`config.mk`:
```
export PLATFORM = sky130hd
export DESIGN_NAME = axil_ss_bridge
export DESIGN_NICKNAME = d
export VERILOG_FILES = /design/src/rtl/axil_ss_bridge.sv
export SDC_FILE = /design/constraint.sdc
export NUM_CORES = 1
export LEC_CHECK = 0
export CORE_MARGIN = 5
export CORE_UTILIZATION = 50
export CTS_BUF_LIST = sky130_fd_sc_hd__clkbuf_4 sky130_fd_sc_hd__clkbuf_8
export CTS_CLUSTER_DIAMETER = 150
export DETAILED_ROUTE_END_ITERATION = 6
export PLACE_DENSITY = 0.74
export REMOVE_ABC_BUFFERS = 1
export SLEW_MARGIN = 20
export SYNTH_ARGS = -nofsm -noshare
export SYNTH_HDL_FRONTEND = slang
export SYNTH_HIERARCHICAL = 1
export SYNTH_SLANG_ARGS = --single-unit
```
`constraint.sdc`:
```
create_clock -name clk -period 8.4 [get_ports clk]
set_clock_uncertainty 0.15 [all_clocks]
set_input_delay 2.52 -clock clk [delete_from_list [all_inputs] [get_ports clk]]
set_output_delay 2.52 -clock clk [all_outputs]
set_load 0.03 [all_outputs]
```
`src/rtl/axil_ss_bridge.sv`:
```
// axil_ss_bridge -- AXI4-Lite slave to simple single-cycle device bus.
//
// AR, AW and W beats are buffered in independent REQ_DEPTH-entry queues. A
// small FSM (IDLE -> ISSUE -> CAPTURE -> WAIT -> RESP) services one access at
// a time. It alternates between reads and writes when both are pending, and it
// holds each R/B response until the master takes it.
//
// Ports:
//   clk, resetn                       clock, async active-low reset
//   s_ar*/s_r*                        AXI4-Lite read address / read data channels
//   s_aw*/s_w*/s_b*                   AXI4-Lite write address / data / response channels
//   dev_req/dev_we/dev_be/dev_addr/dev_wdata   one-cycle device access
//   dev_rdata                         device read data, sampled the cycle after dev_req
//
// Optional feature: define ADDR_DECODE_ERR_EN to enable address decoding.
// A head address with (addr & MASK) != BASE is then never forwarded to the
// device, and the bridge answers it with SLVERR (reads return zero data).

module axil_ss_fifo #(
    parameter int W     = 32,
    parameter int DEPTH = 4
) (
    input  logic         clk,
    input  logic         resetn,
    input  logic         push_i,
    input  logic         pop_i,
    input  logic [W-1:0] din_i,
    output logic [W-1:0] dout_o,
    output logic         full_o,
    output logic         empty_o
);
    localparam int PW = $clog2(DEPTH);

    logic [W-1:0]  mem_q [DEPTH];
    logic [PW-1:0] wp_q, rp_q;
    logic [PW:0]   cnt_q;
    logic          do_push, do_pop;

    assign full_o  = (cnt_q == (PW+1)'(DEPTH));
    assign empty_o = (cnt_q == '0);
    assign do_push = push_i && !full_o;
    assign do_pop  = pop_i && !empty_o;
    assign dout_o  = mem_q[rp_q];

    always_ff @(posedge clk or negedge resetn) begin
        if (!resetn) begin
            wp_q  <= '0;
            rp_q  <= '0;
            cnt_q <= '0;
        end else begin
            if (do_push) wp_q <= wp_q + 1'b1;
            if (do_pop)  rp_q <= rp_q + 1'b1;
            case ({do_push, do_pop})
                2'b10:   cnt_q <= cnt_q + 1'b1;
                2'b01:   cnt_q <= cnt_q - 1'b1;
                default: ;
            endcase
        end
    end

    // Storage needs no reset: the pointers and count define what is valid.
    always_ff @(posedge clk) begin
        if (do_push) mem_q[wp_q] <= din_i;
    end
endmodule

module axil_ss_bridge #(
    parameter int                ADDR_W    = 32,
    parameter int                DATA_W    = 32,
    parameter int                LATENCY   = 1,
    parameter int                REQ_DEPTH = 4,
    parameter logic [ADDR_W-1:0] BASE      = 32'h9a100000,
    parameter logic [ADDR_W-1:0] MASK      = 32'hfffffff0
) (
    input  logic                clk,
    input  logic                resetn,
    input  logic [ADDR_W-1:0]   s_araddr,
    input  logic                s_arvalid,
    output logic                s_arready,
    output logic [DATA_W-1:0]   s_rdata,
    output logic [1:0]          s_rresp,
    output logic                s_rvalid,
    input  logic                s_rready,
    input  logic [ADDR_W-1:0]   s_awaddr,
    input  logic                s_awvalid,
    output logic                s_awready,
    input  logic [DATA_W-1:0]   s_wdata,
    input  logic [DATA_W/8-1:0] s_wstrb,
    input  logic                s_wvalid,
    output logic                s_wready,
    output logic [1:0]          s_bresp,
    output logic                s_bvalid,
    input  logic                s_bready,
    output logic                dev_req,
    output logic                dev_we,
    output logic [DATA_W/8-1:0] dev_be,
    output logic [ADDR_W-1:0]   dev_addr,
    output logic [DATA_W-1:0]   dev_wdata,
    input  logic [DATA_W-1:0]   dev_rdata
);
    localparam int SW = DATA_W / 8;
    localparam logic [2:0] IDLE = 3'd0, ISSUE = 3'd1, CAPTURE = 3'd2, WAIT = 3'd3, RESP = 3'd4;
    localparam logic [1:0] OKAY = 2'b00, SLVERR = 2'b10;
    localparam int         LAT_I  = (LATENCY > 0) ? LATENCY - 1 : 0;
    localparam logic [3:0] LAT_M1 = LAT_I[3:0];

    logic [2:0]        state_q, state_d;
    logic              wr_q, wr_d;            // transaction in service is a write
    logic              last_wr_q, last_wr_d;  // arbiter memory
    logic [3:0]        wcnt_q, wcnt_d;
    logic [DATA_W-1:0] rdata_q, rdata_d;
    logic [1:0]        resp_q, resp_d;

    logic              ar_full, ar_empty, aw_full, aw_empty, w_full, w_empty;
    logic [ADDR_W-1:0] ar_head, aw_head;
    logic [DATA_W-1:0] w_head_data;
    logic [SW-1:0]     w_head_strb;
    logic              ar_pop, wr_pop;

    assign ar_pop = (state_q == CAPTURE) && !wr_q;
    assign wr_pop = (state_q == CAPTURE) && wr_q;

    axil_ss_fifo #(.W(ADDR_W), .DEPTH(REQ_DEPTH)) u_ar_q (
        .clk(clk), .resetn(resetn), .push_i(s_arvalid), .pop_i(ar_pop),
        .din_i(s_araddr), .dout_o(ar_head), .full_o(ar_full), .empty_o(ar_empty));
    axil_ss_fifo #(.W(ADDR_W), .DEPTH(REQ_DEPTH)) u_aw_q (
        .clk(clk), .resetn(resetn), .push_i(s_awvalid), .pop_i(wr_pop),
        .din_i(s_awaddr), .dout_o(aw_head), .full_o(aw_full), .empty_o(aw_empty));
    axil_ss_fifo #(.W(DATA_W + SW), .DEPTH(REQ_DEPTH)) u_w_q (
        .clk(clk), .resetn(resetn), .push_i(s_wvalid), .pop_i(wr_pop),
        .din_i({s_wstrb, s_wdata}), .dout_o({w_head_strb, w_head_data}),
        .full_o(w_full), .empty_o(w_empty));

    assign s_arready = !ar_full;
    assign s_awready = !aw_full;
    assign s_wready  = !w_full;

    logic rd_pend, wr_pend, grant_wr;
    assign rd_pend  = !ar_empty;
    assign wr_pend  = !aw_empty && !w_empty;
    // When both kinds are pending, take the opposite of the last grant.
    assign grant_wr = (rd_pend && wr_pend) ? !last_wr_q : wr_pend;

    // The head of the granted queue stays put until the CAPTURE pop.
    logic [ADDR_W-1:0] head_addr;
    logic              dec_hit, dec_err;
    assign head_addr = wr_q ? aw_head : ar_head;
    assign dec_hit   = ((head_addr & MASK) == BASE);
`ifdef ADDR_DECODE_ERR_EN
    assign dec_err = !dec_hit;
`else
    logic unused_dec;
    assign dec_err    = 1'b0;
    assign unused_dec = dec_hit;
`endif

    always_comb begin
        state_d   = state_q;
        wr_d      = wr_q;
        last_wr_d = last_wr_q;
        wcnt_d    = wcnt_q;
        rdata_d   = rdata_q;
        resp_d    = resp_q;
        case (state_q)
            IDLE: begin
                if (rd_pend || wr_pend) begin
                    state_d   = ISSUE;
                    wr_d      = grant_wr;
                    last_wr_d = grant_wr;
                end
            end
            ISSUE: state_d = CAPTURE;
            CAPTURE: begin
                resp_d = dec_err ? SLVERR : OKAY;
                if (!wr_q) rdata_d = dec_err ? '0 : dev_rdata;
                if (LATENCY == 0) begin
                    state_d = RESP;
                end else begin
                    state_d = WAIT;
                    wcnt_d  = LAT_M1;
                end
            end
            WAIT: begin
                if (wcnt_q == 4'd0) state_d = RESP;
                else                wcnt_d  = wcnt_q - 4'd1;
            end
            RESP: begin
                if (wr_q ? s_bready : s_rready) state_d = IDLE;
            end
            default: state_d = IDLE;
        endcase
    end

    always_ff @(posedge clk or negedge resetn) begin
        if (!resetn) begin
            state_q   <= IDLE;
            wr_q      <= 1'b0;
            last_wr_q <= 1'b1;  // so the first contested grant goes to the read
            wcnt_q    <= '0;
            rdata_q   <= '0;
            resp_q    <= OKAY;
        end else begin
            state_q   <= state_d;
            wr_q      <= wr_d;
            last_wr_q <= last_wr_d;
            wcnt_q    <= wcnt_d;
            rdata_q   <= rdata_d;
            resp_q    <= resp_d;
        end
    end

    logic in_issue, in_resp;
    assign in_issue  = (state_q == ISSUE);
    assign in_resp   = (state_q == RESP);

    assign dev_req   = in_issue && !dec_err;
    assign dev_we    = in_issue && wr_q;
    assign dev_addr  = in_issue ? head_addr : '0;
    assign dev_be    = !in_issue ? '0 : (wr_q ? w_head_strb : {SW{1'b1}});
    assign dev_wdata = (in_issue && wr_q) ? w_head_data : '0;

    assign s_rvalid  = in_resp && !wr_q;
    assign s_bvalid  = in_resp && wr_q;
    assign s_rdata   = rdata_q;
    assign s_rresp   = s_rvalid ? resp_q : OKAY;
    assign s_bresp   = s_bvalid ? resp_q : OKAY;
endmodule

```
* Word-level counts from Yosys, hierarchy flattened
Memories as Yosys holds them, arrays and structs flattened. Cells that the tools add are included.
Word-level totals: flip-flop bits (word level) 62, memory bits (writable) 400, output and inout port bits 111, logic and storage cells 105, memories kept 3
Cells by class: add/subtract/negate cells 13, equal/unequal tests 17, multiplexer cells 22, bitwise gates (word level) 1, reduce and logical (&&, ||, !) cells 35
Memory list:
- u_w_q.mem_q | depth 4, width 36, read ports 1, clocked after memory_dff 0, write ports 1, RTL line 34 | logic [W-1:0] mem_q [DEPTH];
- u_ar_q.mem_q | depth 4, width 32, read ports 1, clocked after memory_dff 0, write ports 1, RTL line 34
- u_aw_q.mem_q | depth 4, width 32, read ports 1, clocked after memory_dff 0, write ports 1, RTL line 34
Operators with widths (count):
- 32-bit 2-to-1 mux | 3
- 3-bit case mux with 2 select lines | 3
- 3-bit case mux with 5 select lines | 1
- 1-bit logical AND | 13
- 2-bit by 1-bit adder with 2-bit output (second input constant) | 6
- 3-bit equality test (second input constant) | 4
- 3-bit zero test | 4
- 4-bit 2-to-1 mux | 3
- 3-bit by 1-bit adder with 3-bit output (second input constant) | 3
- 3-bit 2-to-1 mux | 3
- 3-bit by 1-bit subtractor with 3-bit output (second input constant) | 3
- 1-bit zero test | 8
- 1-bit 2-to-1 mux | 8
- 4-bit case mux with 2 select lines | 1
- 2-bit nonzero test | 4
- 2-bit by 1-bit equality test with 1-bit output (second input constant) | 3
- 2-bit equality test (second input constant) | 3
- 3-bit by 2-bit equality test with 1-bit output (second input constant) | 2
- 2-bit inequality test (second input constant) | 3
- 2-bit AND reduction | 3
- 4-bit zero test | 1
- 4-bit by 1-bit subtractor with 4-bit output (second input constant) | 1
- 3-bit by 1-bit equality test with 1-bit output (second input constant) | 1
- 3-bit AND reduction | 1
- other kinds (3) | 3

* Logic depth before layout (Yosys ltp)
Gate-level depths: netlist of run 1.
word-level depth 6, depth in mapped cells 12, depth with buffers taken out 9

* Cells and area by module
The synthesis of run 1 kept the hierarchy.
Modules (own cells, without submodules):
- axil_ss_fifo at u_ar_q ... | times used 2, cells each 205, area each 5091.1 µm²
- axil_ss_fifo at u_w_q | times used 1, cells each 225, area each 5635.4 µm²
- axil_ss_bridge | times used 1, cells each 248, area each 2646.3 µm²

* Worst setup path after synthesis of run 1
Ideal clock, no wire load.
kind register to output, start register state_q[2], end output port dev_wdata[26], arrival 1790 ps, path slack 3940 ps, stages on the path, launching flop included 7, path through dfrtp_1 -> buf_2 -> nor2_1 -> nand2_1 -> inv_1 -> clkbuf_1 -> and3_1
Between the ends: word-level cells in the longest chain between the ends 3
Ends and longest elaborated chain:
- start, declared | RTL line 107 | logic [2:0] state_q, state_d;
- start signal, assigned | RTL line 203 | state_q <= state_d;
- 3-bit by 1-bit equality test with 1-bit output | RTL line 213 | assign in_issue = (state_q == ISSUE);
- named net dev_req | RTL line 94 | output logic dev_req,
- 1-bit logical AND | RTL line 220 | assign dev_wdata = (in_issue && wr_q) ? w_head_data : '0;
- 32-bit 2-to-1 mux | RTL line 220
- end, declared | RTL line 98 | output logic [DATA_W-1:0] dev_wdata,
The timed path passes the listed nets, and every way through them passes these cells.

* Worst setup path after layout of run 1
start register state_q[2], end output port dev_wdata[13]
Between the ends: word-level cells in the longest chain between the ends 3
Ends and longest elaborated chain (RTL line):
- 3-bit by 1-bit equality test with 1-bit output | 213
- 1-bit logical AND | 220
- 32-bit 2-to-1 mux | 220
Every way passes these cells.

==> results of run 1 <==
## final cells by class
class                      count  area share
clock inverter                26     0.00631
timing repair buffer         253       0.111
tap                          468      0.0259
clock buffer                 106      0.0568
multi-input combinational    349       0.195
inverter                      27     0.00449
sequential                   462       0.601
## critical path, delay by kind of cell (launching register included)
| kind | cells | cell delay, ps |
|---|---|---|
| buffers and inverters | 3 | 1810 |
| AND/OR/NAND/NOR | 3 | 550 |
| flip-flops | 1 | 460 |
## per-layer routing
| metal | GRT usage | vias to the layer above |
|---|---|---|
| li1 | - | 4084 |
| met1 | 0.257 | 4702 |
| met2 | 0.296 | 302 |
| met3 | 0.0515 | 80 |
| met4 | 0.0657 | 10 |
| met5 | 0 | - |
## power breakdown
part           leakage [nW]  switching [mW]  internal (mW)
Combinational          2.87            1.58           1.31
Sequential             4.40           0.251           3.09
Clock                 0.765           0.848          0.992
## kinds of logic (layout without fill, tap and decap cells)
kind of cell,count (synthesis),count (layout)
and+or+nand+nor,118,118
adders and majority gates,20,20
DFF,462,462
other,1,4
xor gates and xnor gates,18,18
muxes,174,174
AOI/OAI and AO/OA,15,15
buffers and inverters,75,412
## metrics by stage
stage                     cells  hold WS (ps)
after floorplan             838           313
after global placement     1559           326
after detailed placement   1559           336
after CTS                  1691           344
after global routing       1691           367
final                      1691           341
## final timing paths
| kind | start | end | slack [ps] | depth (start not counted) |
|---|---|---|---|---|
| max reg2reg | wr_q | u_aw_q/cnt_q[2] | 5040 | 9 |
| min | last_wr_q | last_wr_q | 340 | 2 |
| min reg2reg | last_wr_q | last_wr_q | 340 | 2 |
| max | state_q[2] | dev_wdata[13] | 2270 | 6 |
| max in group asynchronous | resetn | wr_q | 5590 | 2 |
| min in group asynchronous | resetn | wr_q | 1940 | 2 |
## Yosys cell counts (all sizes together) (2+ instances only)
master  instances  share of area
mux2i          39          0.021
nor3b           4         0.0024
o21ai           3        0.00081
nor2           42         0.0094
nand3           4         0.0011
o31a            3         0.0014
nor2b           4         0.0018
xnor2           9         0.0043
edfxtp        400           0.65
and3           34          0.012
and2           12         0.0041
ha             17          0.012
buf            36          0.021
dfrtp          61          0.083
mux2           35          0.027
inv            27         0.0055
o21a            4         0.0016
fa              3         0.0033
mux4          100           0.12
o31ai           2        0.00081
clkbuf         12         0.0024
nor3            5         0.0014
nand2           8         0.0016
xor2            9         0.0043
## registers in the layout, summed over array words and instances, names as in the netlist, 2 cells and up
signal and flops:
s_rdata 32, state_q 3, u_ar_q/cnt_q 3, u_ar_q/mem_q 128, u_ar_q/rp_q 2, u_ar_q/wp_q 2
u_aw_q/cnt_q 3, u_aw_q/mem_q 128, u_aw_q/rp_q 2, u_aw_q/wp_q 2, u_w_q/cnt_q 3, u_w_q/mem_q 144
u_w_q/rp_q 2, u_w_q/wp_q 2, wcnt_q 4
==> impl_metrics.tcl, run 1 <==
set metrics [dict create \
    powerDensity_nw_per_um2 357 \
    drive_gt1_frac 0.226 \
    cts_tree "yes" \
    ys_types 43 \
    finalPower_mw 8.07 \
    fin_tns_setup_ps 0 \
    seq_area_um2 13600 \
    dpl_worst_slack_ps 2920 \
    maxUsedRoutingLayer "met5" \
    setup_violations 0 \
    async_flop_share 0.134 \
    synth_xor_area_frac 0.00854 \
    clkLatencyLatePin_ps 620 \
    utilization 0.619 \
    fillers 2581 \
    netlist_instances 883 \
    synth-edff-count 400 \
    met2_length_mm 18.4 \
    synth_compound_area_frac 0.00590 \
    postRouteAntennaNets 0 \
    dr_wl_met3_mm 2.41 \
    cts_root_buffer "clkbuf_8" \
    yosysSeqAreaShare 0.735 \
    arrival_ps 3460 \
    numCtsBuffers 75 \
    coreArea_um2 36500 \
    start_kind "flip-flop" \
    leakage_nw 8.03 \
    ioPinCount 250 \
    synth.avg_cell_area_um2 20.9 \
    synth_warnings 6 \
    row_count 70 \
    hold_buffers 0 \
    cp_max_fo 37 \
    hold_viol_final 0 \
    drc 0 \
    syn-cell-area_um2 18500 \
    fin_crit_ps 6130 \
    crit_type "flip-flop to output port" \
    h-tree-depth 3 \
    synth_fa_ha_area_frac 0.0148 \
    synth.ff_latch_count 462 \
    grt_pass1_wl_mm 58.9 \
    grt_usage 0.188 \
    drt_wl_total_mm 37.9 \
    vias 9178 \
    multi_input_area_um2 4400 \
    antenna_found_initial 5 \
    design_area_um2 22600 \
    synth_top_family_by_area "multiplexers" \
    first_iter_violations 530 \
    io_buffers 245 \
    final_cell_mix "400 x edfxtp_1, 244 x clkdlybuf4s50_1, 92 x mux4_2" \
    hold_path_class "flip-flop to flip-flop" \
    fin_crit_sh 0.730 \
    grt_pass1_vias 9984 \
    path_cells "nor2_1 > nand2_1 > buf_4 > inv_1 > and3_1 > clkdlybuf4s50_1" \
    num-nets-final 1327 \
    die-area_um2 40900 \
    status "finished, final reports clean" \
    setup_ws_ps 2270 \
    cp-end-kind "output port" \
    postPlaceCellArea_um2 21200 \
    final_common_cell "edfxtp_1" \
    drt-met1-wl_mm 16.2 \
    post_cts_buffers 0 \
    muxShareOfSynthArea 0.172 \
    critical_path.max_stage_delay_ps 810 \
    yosys.area_share.simple 0.0354 \
    n_antenna_cell 0 \
    rsz0062_at_grt "no" \
    cap_violations 0 \
    area_growth_pct 22.3 \
    cts.sinks 462 \
    vdd_drop_max_mv 0.194 \
    worst_pin_slew_ps 1080 \
    slew-limit-headroom 0.280 \
    routed_via_density 5.43 \
    synth_ff_type "edfxtp_1" \
    drt-wirelength-per-cell_um 22.4 \
    dpl.hpwl_mm 22.6 \
    clockBufferDepth 3 \
    place.gp.congestion 0.727 \
    initial_core_util 0.506 \
    cp_slowest_cell "inv_1" \
    cts_resized 0 \
    maxSlewViolCount 0 \
    grt_max_degree 69 \
    clk_pin_slew_worst_paths_ps 60 \
    grt.overflow.total 0 \
    drtPass1Iterations 4 \
    max_freq_mhz 163 \
    die_y_um 202 \
    critPathRequiredTime_ps 5730 \
    die_w_um 202 \
]
Note: power is estimated with default switching activity, not from simulation.
==> inputs of run 2 (changes only) <==
==> constraint.sdc (replaced) <==
create_clock -name clk -period 6.15 [get_ports clk]
set_clock_uncertainty 0.15 [all_clocks]
set_input_delay 1.845 -clock clk [delete_from_list [all_inputs] [get_ports clk]]
set_output_delay 1.845 -clock clk [all_outputs]
set_load 0.03 [all_outputs]
==> run 2 against run 1 <==
Against the previous run:
- clock power up 34%
- sequential cell count is the same
- hold slack got worse by 2.2 ps
- setup slack got worse by 1300 ps
- first-iteration DRC count is the same
- register-to-register slack got worse by 2300 ps
- routed wire length increased by 0.28%
==> impl_metrics.tcl, run 2 (same netlist as run 1, synthesis figures left out) <==
set metrics [dict create \
    status "finished, final reports clean" \
    grt_pass1_vias 9929 \
    critPathRequiredTime_ps 4160 \
    cts_resized 0 \
    clockBufferDepth 3 \
    num-nets-final 1331 \
    top_regs "u_w_q/mem_q (144), u_ar_q/mem_q (128), u_aw_q/mem_q (128)" \
    r2r-end "u_ar_q/cnt_q[2]" \
    final_common_cell "edfxtp_1" \
    hold_depth 2 \
    postRouteAntennaNets 0 \
    start_kind "flip-flop" \
    crit_type "flip-flop to output port" \
    rsz0062_at_grt "no" \
    clkLatencyLatePin_ps 600 \
    fin_hold_ws_ps 339 \
    dpl_worst_slack_ps 1480 \
    dpl.hpwl_mm 22.8 \
    grt_max_degree 63 \
    area_growth_pct 22.6 \
    leakage_nw 8.04 \
    design_area_um2 22600 \
    utilization 0.620 \
    grt_pass1_wl_mm 58.7 \
    drt-wirelength-per-cell_um 22.4 \
    drc 0 \
    die_y_um 202 \
    ioPinCount 250 \
    io_buffers 245 \
    drive_gt1_frac 0.234 \
    max_freq_mhz 192 \
    h-tree-depth 3 \
    postPlaceCellArea_um2 21200 \
    vias 9161 \
    row_count 70 \
    drt_wl_total_mm 38.0 \
    vdd_drop_max_mv 0.266 \
    die-area_um2 40900 \
    cap_violations 0 \
    initial_core_util 0.506 \
    largest_register_ffs 144 \
    cp-end-kind "output port" \
    hold_start "last_wr_q" \
    final_cells 1696 \
    cts_root_buffer "clkbuf_8" \
    die_w_um 202 \
    fin_crit_sh 0.849 \
    cp_max_fo 19 \
    setup_ws_ps 928 \
    powerDensity_nw_per_um2 486 \
    hold_path_class "flip-flop to flip-flop" \
    drtPass1Iterations 4 \
    coreArea_um2 36500 \
    rr_worst_depth 9 \
    min_to "last_wr_q" \
    slew-limit-headroom 0.305 \
    antenna_found_initial 7 \
    clk_pin_slew_worst_paths_ps 60 \
    fin_crit_ps 5220 \
    worst_pin_slew_ps 1040 \
    routed_via_density 5.40 \
    hold_viol_final 0 \
    maxSlewViolCount 0 \
    hold_buffers 0 \
    final_cell_mix "400 x edfxtp_1, 244 x clkdlybuf4s50_1, 92 x mux4_2" \
    place.gp.congestion 0.717 \
    numCtsBuffers 75 \
    first_iter_violations 530 \
    arrival_ps 3230 \
    cts.sinks 462 \
    fin_tns_setup_ps 0 \
    setup_violations 0 \
    finalPower_mw 11.0 \
    top_register "u_w_q/mem_q" \
    grt.overflow.total 0 \
    grt_usage 0.188 \
    post_cts_buffers 0 \
    dp.cells 1563 \
    cts_tree "yes" \
    r2r_slack_ps 2740 \
    reg2reg_from "wr_q" \
]
## run 2: layout make-up
class	count	area [um2]
Antenna cell	2	5.00
Sequential cell	462	13600
Timing Repair Buffer	257	2560
Inverter	27	101
Tap cell	468	586
Clock inverter	28	149
Multi-Input combinational cell	349	4400
Clock buffer	103	1250
Fill cell	2596	13900
## run 2: worst max path at each step
| stage | slack, ps | end | start |
|---|---|---|---|
| floorplan | 1590 | dev_we | wr_q |
| CTS | 790 | dev_addr[11] | u_ar_q/rp_q[0] |
| finish | 930 | dev_addr[0] | u_aw_q/rp_q[1] |
| global placement | 1460 | dev_addr[21] | u_ar_q/rp_q[0] |
| global route | 650 | dev_addr[21] | u_ar_q/rp_q[0] |
| detailed placement | 1480 | dev_addr[21] | u_ar_q/rp_q[0] |
## run 2: routing by layer
layer / up-vias / track usage / share of wire
met5: - / 0 / 0.0019
met4: 10 / 0.0652 / 0.025
met3: 68 / 0.0560 / 0.073
met2: 308 / 0.298 / 0.48
met1: 4685 / 0.251 / 0.42
li1: 4090 / - / -
## run 2: where the power goes
part / internal, mW / switching, mW / total (mW)
combinational: 1.82 / 2.10 / 3.92
sequential: 4.22 / 0.401 / 4.62
clock: 1.33 / 1.14 / 2.47
## run 2: worst max-delay path, stage by stage, from the launching register on
cell	delay, ps
dfrtp_1	980
buf_4	350
mux4_2	310
mux2i_1	270
nor2_1	80
clkdlybuf4s50_1	620
